File: src/rtl/riscv_pkg.sv
// Shared datapath definitions: ULA op codes used by the control unit and
// the divider, plus the divider FSM state encoding.
package riscv_pkg;

    localparam logic [3:0] ULA_DIV = 4'b1100;
    localparam logic [3:0] ULA_REM = 4'b1110;

    typedef enum logic [1:0] {
        IDLE   = 2'd0,
        DIVIDE = 2'd1,
        FIX    = 2'd2,
        DONE   = 2'd3
    } div_state_t;

endpackage

File: src/rtl/div_step.sv
// One radix-2 restoring division iteration: shift {rem, quo} left by one,
// try subtracting the divisor, keep the difference when it is non-negative.
module div_step #(
    parameter int WIDTH = 32
) (
    input  logic [WIDTH:0]   rem,
    input  logic [WIDTH-1:0] quo,
    input  logic [WIDTH-1:0] divisor,
    output logic [WIDTH:0]   rem_next,
    output logic [WIDTH-1:0] quo_next
);

    logic [WIDTH+1:0] shifted_s;
    logic [WIDTH+1:0] trial_s;

    // Trial subtraction on a widened copy so the sign of the result is explicit.
    always_comb begin
        shifted_s = {rem, quo[WIDTH-1]};
        trial_s   = shifted_s - {2'b00, divisor};
        if (trial_s[WIDTH+1] == 1'b0) begin
            rem_next = trial_s[WIDTH:0];
            quo_next = {quo[WIDTH-2:0], 1'b1};
        end else begin
            rem_next = shifted_s[WIDTH:0];
            quo_next = {quo[WIDTH-2:0], 1'b0};
        end
    end

endmodule

File: src/rtl/div_rem_unit.sv
// Multi-cycle DIV/DIVU/REM/REMU unit. Stalls the datapath while a division
// runs; divide-by-zero and signed overflow finish in a single cycle.
module div_rem_unit
    import riscv_pkg::*;
#(
    parameter int WIDTH = 32
) (
    input  logic             clk,
    input  logic             rst,
    input  logic             start,
    input  logic [3:0]       ULAControl,
    input  logic             UnSig,
    input  logic [WIDTH-1:0] SrcA,
    input  logic [WIDTH-1:0] SrcB,
    output logic             busy,
    output logic             done,
    output logic [WIDTH-1:0] Result,
    output logic             Stall
);

    localparam int CW = $clog2(WIDTH);

    function automatic logic [WIDTH-1:0] twos_neg(input logic [WIDTH-1:0] v);
        return ~v + {{(WIDTH-1){1'b0}}, 1'b1};
    endfunction

    div_state_t       state_q, state_d;
    logic [CW-1:0]    count_q, count_d;
    logic [WIDTH:0]   rem_q, rem_d;
    logic [WIDTH-1:0] quo_q, quo_d;
    logic [WIDTH-1:0] dvs_q, dvs_d;
    logic             op_rem_q, op_rem_d;
    logic             neg_quo_q, neg_quo_d;
    logic             neg_rem_q, neg_rem_d;
    logic [WIDTH-1:0] result_q, result_d;
    logic             done_q, done_d;
    logic             busy_q, busy_d;

    logic             valid_op_s;
    logic             a_neg_s, b_neg_s;
    logic             div_zero_s, overflow_s;
    logic [WIDTH:0]   step_rem_s;
    logic [WIDTH-1:0] step_quo_s;

    assign valid_op_s = (ULAControl == ULA_DIV) || (ULAControl == ULA_REM);
    assign a_neg_s    = ~UnSig & SrcA[WIDTH-1];
    assign b_neg_s    = ~UnSig & SrcB[WIDTH-1];
    assign div_zero_s = (SrcB == {WIDTH{1'b0}});
    assign overflow_s = ~UnSig && (SrcA == {1'b1, {(WIDTH-1){1'b0}}})
                               && (SrcB == {WIDTH{1'b1}});

    div_step #(.WIDTH(WIDTH)) u_step (
        .rem      (rem_q),
        .quo      (quo_q),
        .divisor  (dvs_q),
        .rem_next (step_rem_s),
        .quo_next (step_quo_s)
    );

    // Next-state and datapath updates for the divider FSM.
    always_comb begin
        state_d   = state_q;
        count_d   = count_q;
        rem_d     = rem_q;
        quo_d     = quo_q;
        dvs_d     = dvs_q;
        op_rem_d  = op_rem_q;
        neg_quo_d = neg_quo_q;
        neg_rem_d = neg_rem_q;
        result_d  = result_q;
        done_d    = 1'b0;
        case (state_q)
            IDLE: begin
                if (start && valid_op_s) begin
                    op_rem_d = (ULAControl == ULA_REM);
                    if (div_zero_s) begin
                        result_d = (ULAControl == ULA_REM) ? SrcA : {WIDTH{1'b1}};
                        done_d   = 1'b1;
                        state_d  = DONE;
                    end else if (overflow_s) begin
                        result_d = (ULAControl == ULA_REM) ? {WIDTH{1'b0}} : SrcA;
                        done_d   = 1'b1;
                        state_d  = DONE;
                    end else begin
                        rem_d     = {(WIDTH+1){1'b0}};
                        quo_d     = a_neg_s ? twos_neg(SrcA) : SrcA;
                        dvs_d     = b_neg_s ? twos_neg(SrcB) : SrcB;
                        count_d   = {CW{1'b0}};
                        neg_quo_d = a_neg_s ^ b_neg_s;
                        neg_rem_d = a_neg_s;
                        state_d   = DIVIDE;
                    end
                end else begin
                    state_d = IDLE;
                end
            end
            DIVIDE: begin
                rem_d   = step_rem_s;
                quo_d   = step_quo_s;
                count_d = count_q + {{(CW-1){1'b0}}, 1'b1};
                if (count_q == CW'(WIDTH-1)) begin
                    state_d = FIX;
                end else begin
                    state_d = DIVIDE;
                end
            end
            FIX: begin
                if (op_rem_q) begin
                    result_d = neg_rem_q ? twos_neg(rem_q[WIDTH-1:0]) : rem_q[WIDTH-1:0];
                end else begin
                    result_d = neg_quo_q ? twos_neg(quo_q) : quo_q;
                end
                done_d  = 1'b1;
                state_d = DONE;
            end
            DONE: begin
                state_d = IDLE;
            end
            default: begin
                state_d = IDLE;
            end
        endcase
        busy_d = (state_d == DIVIDE) || (state_d == FIX);
    end

    // State and datapath registers with synchronous active-low reset.
    always_ff @(posedge clk) begin
        if (!rst) begin
            state_q   <= IDLE;
            count_q   <= {CW{1'b0}};
            rem_q     <= {(WIDTH+1){1'b0}};
            quo_q     <= {WIDTH{1'b0}};
            dvs_q     <= {WIDTH{1'b0}};
            op_rem_q  <= 1'b0;
            neg_quo_q <= 1'b0;
            neg_rem_q <= 1'b0;
            result_q  <= {WIDTH{1'b0}};
            done_q    <= 1'b0;
            busy_q    <= 1'b0;
        end else begin
            state_q   <= state_d;
            count_q   <= count_d;
            rem_q     <= rem_d;
            quo_q     <= quo_d;
            dvs_q     <= dvs_d;
            op_rem_q  <= op_rem_d;
            neg_quo_q <= neg_quo_d;
            neg_rem_q <= neg_rem_d;
            result_q  <= result_d;
            done_q    <= done_d;
            busy_q    <= busy_d;
        end
    end

    assign busy   = busy_q;
    assign done   = done_q;
    assign Result = result_q;
    assign Stall  = start & valid_op_s & ~done_q;

endmodule
File: config.mk
export PLATFORM = sky130hd
export DESIGN_NAME = div_rem_unit
export DESIGN_NICKNAME = d
export VERILOG_FILES = /design/src/rtl/riscv_pkg.sv /design/src/rtl/div_step.sv /design/src/rtl/div_rem_unit.sv
export SDC_FILE = /design/constraint.sdc
export NUM_CORES = 1
export LEC_CHECK = 0
export BUFFER_PORTS_ARGS = -buffer_cell sky130_fd_sc_hd__buf_2
export CELL_PAD_IN_SITES_DETAIL_PLACEMENT = 1
export CELL_PAD_IN_SITES_GLOBAL_PLACEMENT = 1
export CORE_MARGIN = 1
export CORE_UTILIZATION = 25
export CTS_BUF_LIST = sky130_fd_sc_hd__clkbuf_4
export CTS_CLUSTER_DIAMETER = 30
export DETAILED_ROUTE_END_ITERATION = 8
export GPL_ROUTABILITY_DRIVEN = 0
export PLACE_DENSITY_LB_ADDON = 0.1
export SYNTH_ARGS = -nofsm -noshare
export SYNTH_HDL_FRONTEND = slang
export SYNTH_SLANG_ARGS = --single-unit
File: constraint.sdc
create_clock -name clk -period 3.8 [get_ports clk]
set_input_delay 0.76 -clock clk [delete_from_list [all_inputs] [get_ports clk]]
set_output_delay 0.76 -clock clk [all_outputs]
set_load 0.02 [all_outputs]
After elaboration in Yosys (flattened, before gate mapping):

Cells that the tools add are included.

* bitwise gates (word level): 13
* reductions and logical operators: 13
* add/sub/neg operators: 6
* muxes and demuxes: 34
* equality and inequality tests: 14

Operators with widths (number)
* two-way mux 32 bit: 13
* two-way mux 33 bit: 4
* adder 32 x 1 -> 32 bit (second input constant): 4
* inverter 32 bit: 4
* case mux 32 bit (2 select lines): 2
* case mux 33 bit (2 select lines): 1
* == test 32 bit (second input constant): 2
* subtractor 34 x 32 -> 34 bit: 1
* logical NOT 32 bit: 1
* two-way mux 5 bit: 3
* case mux 5 bit (2 select lines): 1
* == test 4 bit (second input constant): 2
* two-way mux 2 bit: 4
* case mux 2 bit (4 select lines): 1
* AND reduction 4 bit: 2
* == test 2 bit (second input constant): 3
* != test 2 bit (second input constant): 3
* adder 5 x 1 -> 5 bit (second input constant): 1
* == test 5 bit (second input constant): 1
* bitwise AND 1 bit: 4
* == test 2 x 1 -> 1 bit (second input constant): 2
* two-way mux 1 bit: 4
* inverter 1 bit: 4
* nonzero test 2 bit: 2
* other kinds (8): 11

* input bits: 72
* output and inout port bits: 35
* flip-flop bits (word level): 141
* logic and storage cells: 91

Logic depth before layout (Yosys ltp):

* depth after elaboration: 9
* mapped depth: 13
* depth with buffers taken out: 12

Cells and area by module:

A second synthesis with hierarchy kept.

* cells, all modules: 1378
* area, all modules: 11105.7 µm²

Modules (own cells, without submodules)
* div_rem_unit: seq. area each 2822.7 µm², cells each 1041, times used 1, area each 8659.6 µm²
* div_step: seq. area each 0.0 µm², cells each 337, times used 1, area each 2446.1 µm²

Least setup slack after synthesis:

Ideal clock, no wire load.

* kind: input -> register
* start point: in SrcB[21]
* end point: reg quo_q[19]
* arrival: 2.751 ns
* buffers on the path: 3
* slack: 0.926 ns
* stages on the path: 11
* data required time: 3.677 ns
* library setup time: 0.123 ns
* cells stage by stage: or3_1 > or3_1 > buf_2 > nand3b_1 > nor3_4 > or4_1 > buf_2 > buf_2 > nor2_1 > a221oi_1 > nor2b_1

* longest elaborated chain between the ends: 4
* elaborated cells between the ends (all ways): 6
* classes of those cells: eq/ne: 3; reduce/logical: 3

RTL lines
* start: declaration: line div_rem_unit.sv:14 `input logic [WIDTH-1:0] SrcB,`
* == test 32 bit: line div_rem_unit.sv:50 `&& (SrcB == {WIDTH{1'b1}});`
* logical AND 1 bit: line div_rem_unit.sv:50
* != test 2 bit (no line)
* AND reduction 4 bit (no line) (*)
* end signal: assignment: line div_rem_unit.sv:132 `quo_q <= {WIDTH{1'b0}};`
* end signal: assignment: line div_rem_unit.sv:144 `quo_q <= quo_d;`
* end: declaration: line div_rem_unit.sv:30 `logic [WIDTH-1:0] quo_q, quo_d;`

Mark *: on every way between the ends. The rest lies on a longest branch, timed or not.
A chain may end at the register's enable or synchronous reset.

Final worst setup path:

* start point: reg dvs_q[23]
* end point: reg quo_q[0]

* longest elaborated chain between the ends: 3

RTL lines
* start: declaration: line div_rem_unit.sv:31 `logic [WIDTH-1:0] dvs_q, dvs_d;`
* start signal: assignment: line div_rem_unit.sv:133 `dvs_q <= {WIDTH{1'b0}};`
* start signal: assignment: line div_rem_unit.sv:145 `dvs_q <= dvs_d;`
* subtractor 34 x 32 -> 34 bit: line div_step.sv:19 `trial_s = shifted_s - {2'b00, divisor};`
* two-way mux 1 bit: line div_step.sv:20 `if (trial_s[WIDTH+1] == 1'b0) begin`
* case mux 32 bit (2 select lines): line div_rem_unit.sv:72 `case (state_q)`

Every way passes these cells.

==> flow_metrics.py <==
metrics = {
    "synthesis": {
        "synth_edf_count": 0,
        "ys_seq_area_frac": 0.252,
        "yosysTopAreaCell": "dfxtp_1",
        "synth_warnings": 0,
        "yosysTopAreaCellShare": 0.252,
        "synth_top_family_by_area": "compound AO/OA/AOI/OAI gates",
        "muxShareOfSynthArea": 0.00892,
        "syn-num-nets": 1576,
        "syn_inst": 1464,
        "syn_area_um2": 11200,
        "synth_adder_area_share": 0.0515,
        "ys_ff_latch": 141,
        "synthTopCellsByArea": "dfxtp_1 (25%), nand2_1 (7.2%), xnor2_1 (5.9%)",
        "synth_cell_types": 81,
        "avgSynthCellArea_um2": 7.67,
        "yosys.area_share.simple": 0.218,
        "synth_ff_type": "dfxtp_1",
        "synthArstFlopShare": 0,
        "synth_xor_area_frac": 0.112,
        "synth_compound_area_frac": 0.298,
    },
    "sta": {
        "fin_crit_sh": 0.840,
        "maxSlewViolCount": 0,
        "clock.fmax_ghz": 0.313,
        "holdWs_ps": 445,
        "setup_tns_ps": 0,
        "finClkSkew_ps": 43.3,
        "finalSetupViolCount": 0,
        "hold_violations": 0,
        "worst_slew_pin_slew_ps": 1180,
        "layout_min_cycle_time_ps": 3190,
        "max-slew-margin-rel": 0.205,
        "rsz0062_at_grt": "false",
        "worst_slack_ps": 607,
    },
    "worst_setup_path": {
        "path_delay_family": "simple AND/OR/NAND/NOR gates",
        "slowest_stage": "ha_1",
        "max_stage_delay_ps": 460,
        "cp_max_fo": 21,
        "worstSetupPathType": "register to register",
        "end_kind": "register",
        "path_buf_inv": 2,
        "cp_common_cell": "or3_1",
        "crit_chain": "inv_1, ha_1, nand4_1, or3_1, a2111oi_4, o2111a_1, or3_1, buf_4, nand3_1, a21boi_0",
        "worstPathRequired_ps": 4350,
        "critPathLaunchType": "register",
        "cp.arrival_ps": 3740,
    },
    "drt": {
        "wl_per_cell_um": 21.7,
        "route.antenna.remaining_nets": 0,
        "dr.max_layer_used": "met4",
        "wl_um": 46700,
        "drc": 0,
        "vias": 11194,
        "wl_met3_um": 1020,
        "met1_length_um": 22200,
        "wl_met2_um": 22700,
        "via_per_inst": 5.21,
        "drt_iter0_drc": 579,
        "drt_pass1_iterations": 4,
    },
    "finish": {
        "final_nets": 1653,
        "final_common_cell": "nand2_1",
        "fin_util": 0.291,
        "layout-drive-gt1-share": 0.158,
        "fill_cells": 5337,
        "syn_to_final_growth_pct": 14.5,
        "final_cell_mix": "nand2_1 (216), dfxtp_1 (141), buf_2 (106), a21oi_1 (84), nor2_1 (82)",
    },
    "die": {
        "dieWidth_um": 214,
        "start_util": 0.254,
        "rows": 77,
        "die_h_um": 214,
        "die_area_um2": 45700,
        "ioPinCount": 107,
        "coreArea_um2": 44200,
    },
    "clock_network": {
        "htreeDepth": 4,
        "cts_root_buf": "clkbuf_4",
        "clk_path_buf_depth": 2,
        "post_cts_resized": 0,
        "numCtsBuffers": 17,
        "post_cts_buffers": 0,
        "cts.sinks": 141,
        "cts_hold_buf": 0,
        "cts_tree": "built",
        "worst_skew_pair.late_latency_ps": 630,
        "clk_pin_slew_ps": 140,
    },
    "grt": {
        "grt_remaining_overflow": 0,
        "groute.usage.overall": 0.211,
        "grt_pass1_vias": 11432,
        "grt_max_degree": 105,
        "grt_pass1_wl_um": 71800,
        "antenna_found_initial": 1,
    },
    "power": {
        "p_total_uw": 4540,
        "power.leakage_uw": 0.00531,
        "vdd_drop_max_uv": 213,
        "powerDensity_nw_per_um2": 353,
    },
    "job": {
        "maxCapViolCount": 0,
    },
    "run_status": {
        "run_status": "completed",
    },
    "placement": {
        "dp_slack_ps": 153,
        "dp_hpwl_um": 36800,
        "io_buffers": 106,
    },
    "worst_hold_path": {
        "hp-class": "input port to register",
    },
}
-- metal layers --
metal	vias to the layer above	GRT usage
met5	-	0
met4	0	0.0490
met3	30	0.0267
met2	143	0.368
met1	5525	0.273
li1	5496	-
-- synth_stat cells, types with 5 or more instances --
cell type / instances
a221oi_1: 7
ha_1: 39
nand3_1: 15
o31ai_2: 6
o221ai_1: 5
o21a_1: 7
o41ai_1: 17
o22ai_1: 10
nor3_1: 16
nand4_1: 46
maj3_1: 7
a31oi_1: 17
inv_1: 55
or4_1: 10
mux2i_1: 10
o211a_1: 34
nand2b_1: 12
clkbuf_1: 73
nor2_1: 82
nor2b_1: 14
nand2_1: 216
o21ai_0: 81
dfxtp_1: 141
o211ai_2: 16
and3_1: 14
xnor2_1: 76
a21boi_0: 32
a211oi_1: 6
o211ai_1: 43
o21ai_1: 6
a22oi_1: 27
o31ai_1: 26
or2_2: 9
and2_1: 13
buf_2: 19
a21oi_1: 84
nor4_1: 9
a21o_1: 10
xor2_1: 68
or3_1: 18
-- logic make-up after synthesis --
family | count (synthesis)
buffers and inverters | 158
adder cells (fa/ha/maj) | 47
multiplexers | 10
flip-flops | 141
AO/OA/AOI/OAI | 467
XOR/XNOR | 144
AND/OR/NAND/NOR | 497
-- registers in the layout (all words and copies together) (netlist names) --
signal	flops
op_rem_q	1
neg_rem_q	1
state_q	2
count_q	5
dvs_q	32
rem_q	33
Result	32
quo_q	32
busy	1
neg_quo_q	1
done	1
-- worst reg2reg max path: stages (launching register included) --
cell       delay, ps
dfxtp_1          360
inv_1            100
ha_1             460
nand4_1          190
or3_1            460
a2111oi_4        460
o2111a_1         270
or3_1            150
buf_4            280
nand3_1          180
a21boi_0         210
-- where the power goes --
group	internal [µW]	switching, µW	leakage, µW	total, µW
Clock	520	686	0.000165	1210
Sequential	1520	51.6	0.00114	1570
Combinational	650	1120	0.00401	1770
-- worst paths after layout --
kind | start | endpoint | slack [ps] | cells after the start
worst max-delay path | dvs_q[23]$_SDFFE_PN0P_ | quo_q[0]$_SDFFE_PN0P_ | 610 | 10
worst min-delay path | start | state_q[0]$_SDFF_PN0_ | 450 | 3
worst max register to register | dvs_q[23]$_SDFFE_PN0P_ | quo_q[0]$_SDFFE_PN0P_ | 610 | 10
worst min register to register | count_q[4]$_SDFFE_PN0P_ | count_q[4]$_SDFFE_PN0P_ | 500 | 2
-- through the flow --
step	instance area, µm²	std cells
finish	12900	2148
global route	12900	2148
CTS	12800	2146
detailed placement	12500	2114
global placement	12500	2114
floorplan	11200	1464
-- final cells by class --
cell class | count | area [µm²] | area share
Multi-Input combinational cell | 1165 | 7770 | 0.604
Clock buffer | 17 | 128 | 0.00993
Sequential cell | 141 | 2820 | 0.220
Tap cell | 592 | 741 | 0.0576
Inverter | 55 | 206 | 0.0161
Clock inverter | 15 | 191 | 0.0149
Antenna cell | 2 | 5.00 | 0.000389
Timing Repair Buffer | 161 | 993 | 0.0773
Note: power is estimated with default switching activity, not from simulation.
